===== config.mk =====
export PLATFORM = sky130hd
export DESIGN_NAME = f1_start_sequencer
export DESIGN_NICKNAME = d
export VERILOG_FILES = /design/src/rtl/f1_start_sequencer.sv
export SDC_FILE = /design/constraint.sdc
export NUM_CORES = 1
export LEC_CHECK = 0
export ABC_AREA = 1
export CELL_PAD_IN_SITES_DETAIL_PLACEMENT = 0
export CELL_PAD_IN_SITES_GLOBAL_PLACEMENT = 1
export CORE_UTILIZATION = 40
export DETAILED_ROUTE_END_ITERATION = 8
export PLACE_DENSITY_LB_ADDON = 0.12
export SLEW_MARGIN = 5
export SYNTH_ARGS = -nofsm -noshare
export SYNTH_HDL_FRONTEND = slang
export SYNTH_SLANG_ARGS = --single-unit

===== constraint.sdc =====
create_clock -name clk -period 2.65 [get_ports clk]
set_input_delay 0.265 -clock clk [delete_from_list [all_inputs] [get_ports clk]]
set_output_delay 0.265 -clock clk [all_outputs]
set_load 0.05 [all_outputs]

===== src/rtl/f1_start_sequencer.sv =====
// rtl/f1_start_sequencer.sv - race-start controller driving the 8-light start FSM
module f1_start_sequencer #(
    parameter int TICK_CYCLES = 1000,
    parameter int DELAY_UNIT  = 500,
    parameter int RT_WIDTH    = 16
) (
    input  logic                clk,
    input  logic                rst,
    input  logic                trigger,
    input  logic                react,
    output logic                light_en,
    output logic                light_clr,
    output logic                busy,
    output logic                done,
    output logic                jump_start,
    output logic                timeout,
    output logic [RT_WIDTH-1:0] reaction_time
);

    localparam int TW = (TICK_CYCLES > 1) ? $clog2(TICK_CYCLES) : 1;
    localparam int UW = (DELAY_UNIT > 1) ? $clog2(DELAY_UNIT) : 1;
    localparam logic [TW-1:0] TICK_LAST = TW'(TICK_CYCLES - 1);
    localparam logic [UW-1:0] UNIT_LAST = UW'(DELAY_UNIT - 1);
    localparam logic [RT_WIDTH-1:0] RT_MAX  = '1;
    localparam logic [RT_WIDTH-1:0] RT_LAST = RT_MAX - RT_WIDTH'(1);

    localparam logic [2:0] S_IDLE   = 3'd0;
    localparam logic [2:0] S_ARM    = 3'd1;
    localparam logic [2:0] S_LIGHTS = 3'd2;
    localparam logic [2:0] S_HOLD   = 3'd3;
    localparam logic [2:0] S_GO     = 3'd4;
    localparam logic [2:0] S_TIMING = 3'd5;
    localparam logic [2:0] S_DONE   = 3'd6;
    localparam logic [2:0] S_FAULT  = 3'd7;

    logic [2:0]          state_q, state_d;
    logic [TW-1:0]       tick_q, tick_d;
    logic [2:0]          lit_q, lit_d;
    logic [UW-1:0]       unit_q, unit_d;
    logic [6:0]          hold_q, hold_d;
    logic [6:0]          lfsr_q, lfsr_d;
    logic [RT_WIDTH-1:0] rt_q, rt_d;
    logic [RT_WIDTH-1:0] rtime_q, rtime_d;
    logic                js_q, js_d;
    logic                to_q, to_d;
    logic                done_q, done_d;

    always_comb begin
        state_d   = state_q;
        tick_d    = tick_q;
        lit_d     = lit_q;
        unit_d    = unit_q;
        hold_d    = hold_q;
        rt_d      = rt_q;
        rtime_d   = rtime_q;
        js_d      = js_q;
        to_d      = to_q;
        done_d    = 1'b0;
        light_en  = 1'b0;
        light_clr = 1'b0;
        lfsr_d    = {lfsr_q[5:0], lfsr_q[6] ^ lfsr_q[2]};

        case (state_q)
            S_IDLE, S_DONE, S_FAULT: begin
                if (trigger) state_d = S_ARM;
            end
            S_ARM: begin
                light_clr = 1'b1;
                tick_d    = '0;
                lit_d     = '0;
                unit_d    = '0;
                rt_d      = '0;
                rtime_d   = '0;
                js_d      = 1'b0;
                to_d      = 1'b0;
                state_d   = S_LIGHTS;
            end
            S_LIGHTS: begin
                // An early react wins over a due pulse in the same cycle
                if (react) begin
                    js_d    = 1'b1;
                    done_d  = 1'b1;
                    state_d = S_FAULT;
                end else if (tick_q == TICK_LAST) begin
                    light_en = 1'b1;
                    tick_d   = '0;
                    lit_d    = lit_q + 3'd1;
                    if (lit_q == 3'd7) begin
                        hold_d  = lfsr_q;
                        unit_d  = '0;
                        state_d = S_HOLD;
                    end
                end else begin
                    tick_d = tick_q + TW'(1);
                end
            end
            S_HOLD: begin
                if (react) begin
                    js_d    = 1'b1;
                    done_d  = 1'b1;
                    state_d = S_FAULT;
                end else if (unit_q == UNIT_LAST) begin
                    unit_d = '0;
                    if (hold_q == 7'd1) state_d = S_GO;
                    else                hold_d  = hold_q - 7'd1;
                end else begin
                    unit_d = unit_q + UW'(1);
                end
            end
            S_GO: begin
                if (react) begin
                    js_d    = 1'b1;
                    done_d  = 1'b1;
                    state_d = S_FAULT;
                end else begin
                    light_en = 1'b1;
                    rt_d     = '0;
                    state_d  = S_TIMING;
                end
            end
            S_TIMING: begin
                if (react) begin
                    rtime_d = rt_q;
                    done_d  = 1'b1;
                    state_d = S_DONE;
                end else if (rt_q == RT_LAST) begin
                    rtime_d = RT_MAX;
                    to_d    = 1'b1;
                    done_d  = 1'b1;
                    state_d = S_DONE;
                end else begin
                    rt_d = rt_q + RT_WIDTH'(1);
                end
            end
            default: state_d = S_IDLE;
        endcase
    end

    always_ff @(posedge clk) begin
        if (rst) begin
            state_q <= S_IDLE;
            tick_q  <= '0;
            lit_q   <= '0;
            unit_q  <= '0;
            hold_q  <= '0;
            lfsr_q  <= 7'h01;
            rt_q    <= '0;
            rtime_q <= '0;
            js_q    <= 1'b0;
            to_q    <= 1'b0;
            done_q  <= 1'b0;
        end else begin
            state_q <= state_d;
            tick_q  <= tick_d;
            lit_q   <= lit_d;
            unit_q  <= unit_d;
            hold_q  <= hold_d;
            lfsr_q  <= lfsr_d;
            rt_q    <= rt_d;
            rtime_q <= rtime_d;
            js_q    <= js_d;
            to_q    <= to_d;
            done_q  <= done_d;
        end
    end

    assign busy          = (state_q == S_ARM) || (state_q == S_LIGHTS) || (state_q == S_HOLD) ||
                           (state_q == S_GO)  || (state_q == S_TIMING);
    assign done          = done_q;
    assign jump_start    = js_q;
    assign timeout       = to_q;
    assign reaction_time = rtime_q;

endmodule

==> summary.md <==
| Metric | Value |
|---|---|
| Status | `completed` |
| Final count of hold timing violations | `0` |
| Ports | `26` |
| Critical path data arrival time | `2.11 ns` |
| Setup crit start kind | `register` |
| Worst Path Buf+Inv | `3` |
| Worst-path cell chain | `inv_1 -> nor2_1 -> nor2_1 -> inv_1 -> clkdlybuf4s50_1` |
| YS warnings | `0` |
| Initial DRC Count | `104` |
| Nets@finish | `588` |
| Cell Pwr Density | `825 nW/um^2` |
| Post-route ant nets | `0` |
| Dpl cells | `694` |
| Setup TNS | `0 ns` |
| GRT Max-Usage Layer | `met2` |
| HPWL after DPL | `6.63 mm` |
| Worst setup path category | `register to output pin` |
| Slew Limit Fails | `0` |
| Final setup violation count | `0` |
| CTS Sinks | `74` |
| Post-Syn Nets | `562` |
| Initial Util | `41.5%` |
| GR Overflow Total | `0` |
| CTS resizes | `0` |
| Sequential share of the synthesized area | `38.5%` |
| Clk_skew | `0.0102 ns` |
| Port bufs | `25` |
| Distinct cell type count after synthesis | `36` |
| Period minus WS final | `2.37 ns` |
| Crit path required time | `2.38 ns` |
| Diodes inserted | `0` |
| Number of H-tree levels | `3` |
| Fmax | `0.422 GHz` |
| Max-slew headroom | `63.5%` |
| Crit. End Element | `output pin` |
| Hold Crit Class | `input port to register` |
| CTS tree | `yes` |
| Num CTS Buffers | `9` |
| Flip-flop and latch area | `1480 sq um` |
| DRC Markers | `0` |
| Max Cap Violations | `0` |
| Drt pass-1 iters | `4` |
| Vias per inst | `4.91` |
| Synthesized cell area | `3850 sq um` |
| Share of layout cells above drive strength 1 | `8.97%` |
| Filler instances | `994` |
| Maximum vdd drop | `0.365 mV` |
| CP delay by family, top | `buffers and inverters` |
| Routed WL | `9.20 mm` |
| Area growth syn-to-layout | `14.1%` |
| Multi-input gate area | `2040 sq um` |
| Syn Area/Cell | `7.00 sq um` |
| Hold-fix buffers, CTS | `0` |
| Pin count of the biggest net entering global routing | `47` |
| Initial antenna violation count | `0` |
| Die span in y | `100 microns` |
| Final Core Density | `47.3%` |
| Worst-margin pin slew | `0.546 ns` |
| Drt wl/cell | `13.0 microns` |
| Global-route wire length before repair | `15.4 mm` |
| GR Layer Usage met2 | `30.9%` |
| Synth Register Bits | `74` |
| M1 GR Usage | `26.4%` |
| Crit path max fanout | `5` |
| Gp weighted congestion | `0.834` |
| Layout Cells excl Fill | `709` |
| Root Driver | `clkbuf_8` |
| WHS | `0.286 ns` |
| GRT Overall Usage | `19.5%` |
| CTS clk-pin slew, worst paths | `0.08 ns` |
| Vias in the first global route | `3,218` |
| Final Total Pwr | `3.63 mW` |
| Clk buf depth | `2` |
| Clock Latency Late Sink | `0.36 ns` |
| Core Area | `9280 sq um` |
| Die ar. | `10,000 sq um` |
| Slowest Stage Delay on Critical Path | `0.79 ns` |
| Slowest CP cell | `clkdlybuf4s50_1` |
| RSZ-0062 raised after global routing | `false` |
| Cell Rows | `35` |
| GR Util met3 | `5.01%` |
| Vias | `3,480` |
| Postcts setup bufs | `0` |
| Leak | `1.62 nW` |
| Post-Synthesis Cells | `550` |
| Tcrit/Tclk final | `89.5%` |
| Die Width | `100 microns` |
## layer usage
metal,share of wire [%],routed length (microns),up-vias
li1,-,-,1833
met1,49,4530,1590
met2,46,4260,53
met3,4.0,371,4
met4,0.46,42,0
met5,0,0,-
## cell usage in the layout (no fill, tap or decap), types with 3 or more instances in the layout
cell type,count
inv_2,4
xor2_1,7
o21ai_0,38
nor2_4,7
buf_4,5
nor2_1,78
o21ai_1,5
nand3_1,27
nand2_1,115
nand3b_1,5
nor3_1,9
clkdlybuf4s50_1,23
dfxtp_1,74
inv_1,56
clkbuf_8,9
nand2_2,7
o21bai_1,4
nand4_1,9
nand2_4,3
a21oi_1,61
nor2_2,4
ha_1,8
## cell families after synthesis
logic type / Yosys count / share of synthesized area, %
adder cells (fa/ha/maj): 8 / 2.60
XOR/XNOR: 9 / 2.05
multiplexers: 1 / 0.260
AO/OA/AOI/OAI: 113 / 15.5
AND/OR/NAND/NOR: 271 / 32.7
buffers and inverters: 74 / 8.45
flip-flops: 74 / 38.5
## area by class of cell
cell class / instances / area share (%)
clock buffers: 10 / 2.91
clock inverters: 5 / 1.82
multi-input cells: 402 / 46.5
flip-flops and latches: 74 / 33.7
well taps: 129 / 3.67
repair buffers: 29 / 6.21
inverters: 60 / 5.13
## flip-flops by register name (all words and copies together), names as in the netlist
| signal | cells |
|---|---|
| done | 1 |
| hold_q | 7 |
| tick_q | 10 |
| timeout | 1 |
| jump_start | 1 |
| state_q | 3 |
| lit_q | 3 |
| rt_q | 16 |
| lfsr_q | 7 |
| unit_q | 9 |
| reaction_time | 16 |
## stage by stage
step | setup WS, ns | cell area (sq um)
5_1_grt | 0.185 | 4390
4_1_cts | 0.247 | 4390
3_3_place_gp | 0.630 | 4190
2_1_floorplan | 0.496 | 3850
6_report | 0.279 | 4390
3_5_place_dp | 0.630 | 4190
## synthesized netlist by cell type (all sizes together)
master / count / share of area (%)
a21oi: 61 / 7.9
or2: 2 / 0.32
dfxtp: 74 / 38
nor2: 90 / 11
and3: 1 / 0.16
nand4: 10 / 1.8
a211oi: 2 / 0.39
a2bb2oi: 1 / 0.23
buf: 8 / 2.0
clkbuf: 6 / 0.58
nand3b: 5 / 0.97
nand3: 29 / 4.2
nand2: 125 / 13
ha: 8 / 2.6
xnor2: 2 / 0.45
nor3: 9 / 1.2
o22ai: 1 / 0.16
o21ai: 44 / 6.0
xor2: 7 / 1.6
inv: 60 / 5.8
o21bai: 4 / 0.78
mux2i: 1 / 0.26
## power breakdown
part	switching, mW	internal, mW	total [mW]
Combinational	0.973	0.409	1.38
Sequential	0.0811	1.20	1.29
Clock	0.434	0.524	0.957
## tightest hold or removal path: stages
cell and delay (ns):
buf_2 0.10, inv_1 0.11, nand2_1 0.09, nor2_1 0.03
## worst paths after layout
| path | from | endpoint | slack [ns] | cells past startpoint |
|---|---|---|---|---|
| worst max-delay path | state_q[2] | busy | 0.28 | 5 |
| worst min-delay path | rst | unit_q[2] | 0.29 | 4 |
| worst max register to register | tick_q[0] | unit_q[3] | 0.70 | 9 |
| worst min register to register | lfsr_q[0] | lfsr_q[1] | 0.43 | 2 |
Power figures use the tool's default switching activity.
==> patch (same flow settings) <==
The output `done` loses its register stage (`done_q` becomes a continuous assignment).
--- a/src/rtl/f1_start_sequencer.sv
+++ b/src/rtl/f1_start_sequencer.sv
@@ -150,3 +150,2 @@
             to_q    <= 1'b0;
-            done_q  <= 1'b0;
         end else begin
@@ -162,5 +161,6 @@
             to_q    <= to_d;
-            done_q  <= done_d;
         end
     end
+
+    assign done_q = done_d;
 
Check against the original RTL: not equivalent (Yosys sat finds a counterexample within 4 cycles, from zero or initial values and one cycle with rst high).
==> patch against the original RTL <==
The run now ends with DRC left; core utilization rose by 0.99 points; final cell count down 2.7%; non-clock buffer count up 2; highest routed layer unchanged; design area shrank 2.7%; die area down 4.1%; first-iteration DRC count up 62%; worst setup slack better by 12 ps; synthesized area decreased by 4.2%; clock skew rose by 2.5 ps; power is 1.6% lower; wire length shrank 3.2%; critical path type unchanged; sequential cell count shrank 1.
==> patch: results (changes against the original RTL) <==
Synth
  • Count of unique library cells instantiated by Yosys: 31 (-14%)
  • Proportion of synthesized chip area in sequential cells: 39.6% (+1.1 points)
  • Dominant cells by area after synthesis: sky130_fd_sc_hd__dfxtp_1 (40%), sky130_fd_sc_hd__nand2_1 (12%), sky130_fd_sc_hd__nor2_1 (8.3%)
  • Most numerous cell types in the synthesized netlist: sky130_fd_sc_hd__nand2_1 (122), sky130_fd_sc_hd__nor2_1 (82), sky130_fd_sc_hd__dfxtp_1 (73), sky130_fd_sc_hd__inv_1 (60), sky130_fd_sc_hd__a21oi_1 (55)

Timing
  • Clk_skew: 12.7 ps (+2.50 ps)
  • Max_slew headroom: 55.4% (-8.1 points)
  • Worst hold slack across all endpoints: 427 ps (+141 ps)
  • Final period demand of the worst path: 2360 ps (-12.1 ps)

Placed design
  • Post-Place Cell Area: 4070 um^2 (-2.9%)
  • Final GP Congestion: 0.823 (-1.4%)
  • Placed wire-length estimate after detailed placement: 6480 um (-2.2%)
  • IO buf count: 25 (unchanged)
  • Pre-CTS setup slack: 541 ps (-88.3 ps)

Hold path
  • Hold path depth: 2 (-2)
  • Class of the most critical hold timing path: register to register

Power
  • Max rail drop VDD: 0.360 mV (-1.4%)
  • Switching fraction of total power: 39.9% (-1.2 points)
  • Leakage: 0.00163 uW (+0.30%)

Drt
  • Vias per std cell: 5.03 (+2.4%)
  • Average detailed-routed wire length per instance: 12.9 um (-0.50%)
  • First drt pass iteration count: 6 (+2)
  • Detailed-route DRC error count: 1 (+1)
  • Violation count after the first detailed-routing iteration: 168 (+62%)

Clocking
  • Clock latency on the worst-skew pair: 340 ps (-20 ps)
  • Hold-fix buffer count after cts: 0 (unchanged)
  • Reg clk slew, reported paths: 80 ps (about the same)
  • H-tree lvl count: 3 (unchanged)
  • Clock buffer depth: 2 (unchanged)

Final layout
  • Net count reported at finish: 590 (+0.34%)
  • Share of final-layout standard cells stronger than drive strength 1: 7.39% (-1.6 points)
  • Filler cell count: 913 (-8.1%)
  • Sequential cell area: 1460 um^2 (-1.4%)

Floorplanning
  • Die footprint: 9620 um^2 (-4.1%)

Setup path
  • Signal arrival time at the worst endpoint: 2090 ps (-20 ps)
  • Maximum fanout along the worst path: 6 (+1)
  • Register-to-Register Path Depth: 8 (-1)
  • Internal reg-to-reg setup slack: 620 ps (-80 ps)

Global route
  • First-pass GRT wire length: 15200 um (-1.2%)
  • Overall fraction of global-route tracks in use: 19.7% (+0.16 points)
  • Vias in the first global route: 3267 (+1.5%)
  • Pin count of the biggest net entering global routing: 44 (-6.4%)

Status
  • Outcome: complete, but fails checks
  • Failing checks: DRC
==> patch: area by class of cell <==
class | count | share of cell area, %
clock inverters | 5 | 1.90
inverters | 64 | 5.62
multi-input cells | 399 | 45.1
flip-flops and latches | 73 | 34.2
well taps | 108 | 3.16
clock buffers | 10 | 2.99
repair buffers | 31 | 7.08
==> patch: path summary, 6_finish.rpt <==
check / start / to
max: state_q[0]$_SDFFE_PP0P_ / busy
min: lfsr_q[5]$_SDFF_PP0_ / lfsr_q[6]$_SDFF_PP0_
max reg2reg: state_q[0]$_SDFFE_PP0P_ / hold_q[2]$_SDFFE_PP0P_
min reg2reg: lfsr_q[5]$_SDFF_PP0_ / lfsr_q[6]$_SDFF_PP0_
==> patch: per-stage QoR <==
stage,total power [uW],std cells
final,3570,690
after detailed placement,2670,675
after global routing,3820,690
after CTS,3610,690
after global placement,2660,675
after floorplan,2290,550
==> patch: worst max-delay path: stages (launching register included) <==
cell and delay [ps]:
sky130_fd_sc_hd__dfxtp_1 450, sky130_fd_sc_hd__nand2_1 180, sky130_fd_sc_hd__nor2_4 210, sky130_fd_sc_hd__nor2_1 60, sky130_fd_sc_hd__inv_1 70, sky130_fd_sc_hd__clkdlybuf4s50_1 800
==> patch: cell families after synthesis <==
group | after synthesis | synth area share [%]
simple gates | 274 | 31.7
compound gates | 110 | 16.1
buf+inv | 78 | 8.24
flops | 73 | 39.6
fa+ha+maj | 8 | 2.71
xor+xnor | 7 | 1.66
==> patch: routing by layer <==
metal	global-route usage [%]	part of all wire, %	up-vias
met1	26.4	51	1576
met3	3.79	2.2	4
met5	0	0	-
met4	6.64	0.57	0
li1	-	-	1850
met2	31.6	46	38
==> patch: power by group through the flow <==
stage | Combinational, uW | Clock, uW | Sequential [uW]
3_3_place_gp | 1350 | 0 | 1300
2_1_floorplan | 925 | 0 | 1370
5_1_grt | 1520 | 1010 | 1300
6_report | 1350 | 930 | 1280
4_1_cts | 1360 | 969 | 1280
3_5_place_dp | 1360 | 0 | 1310
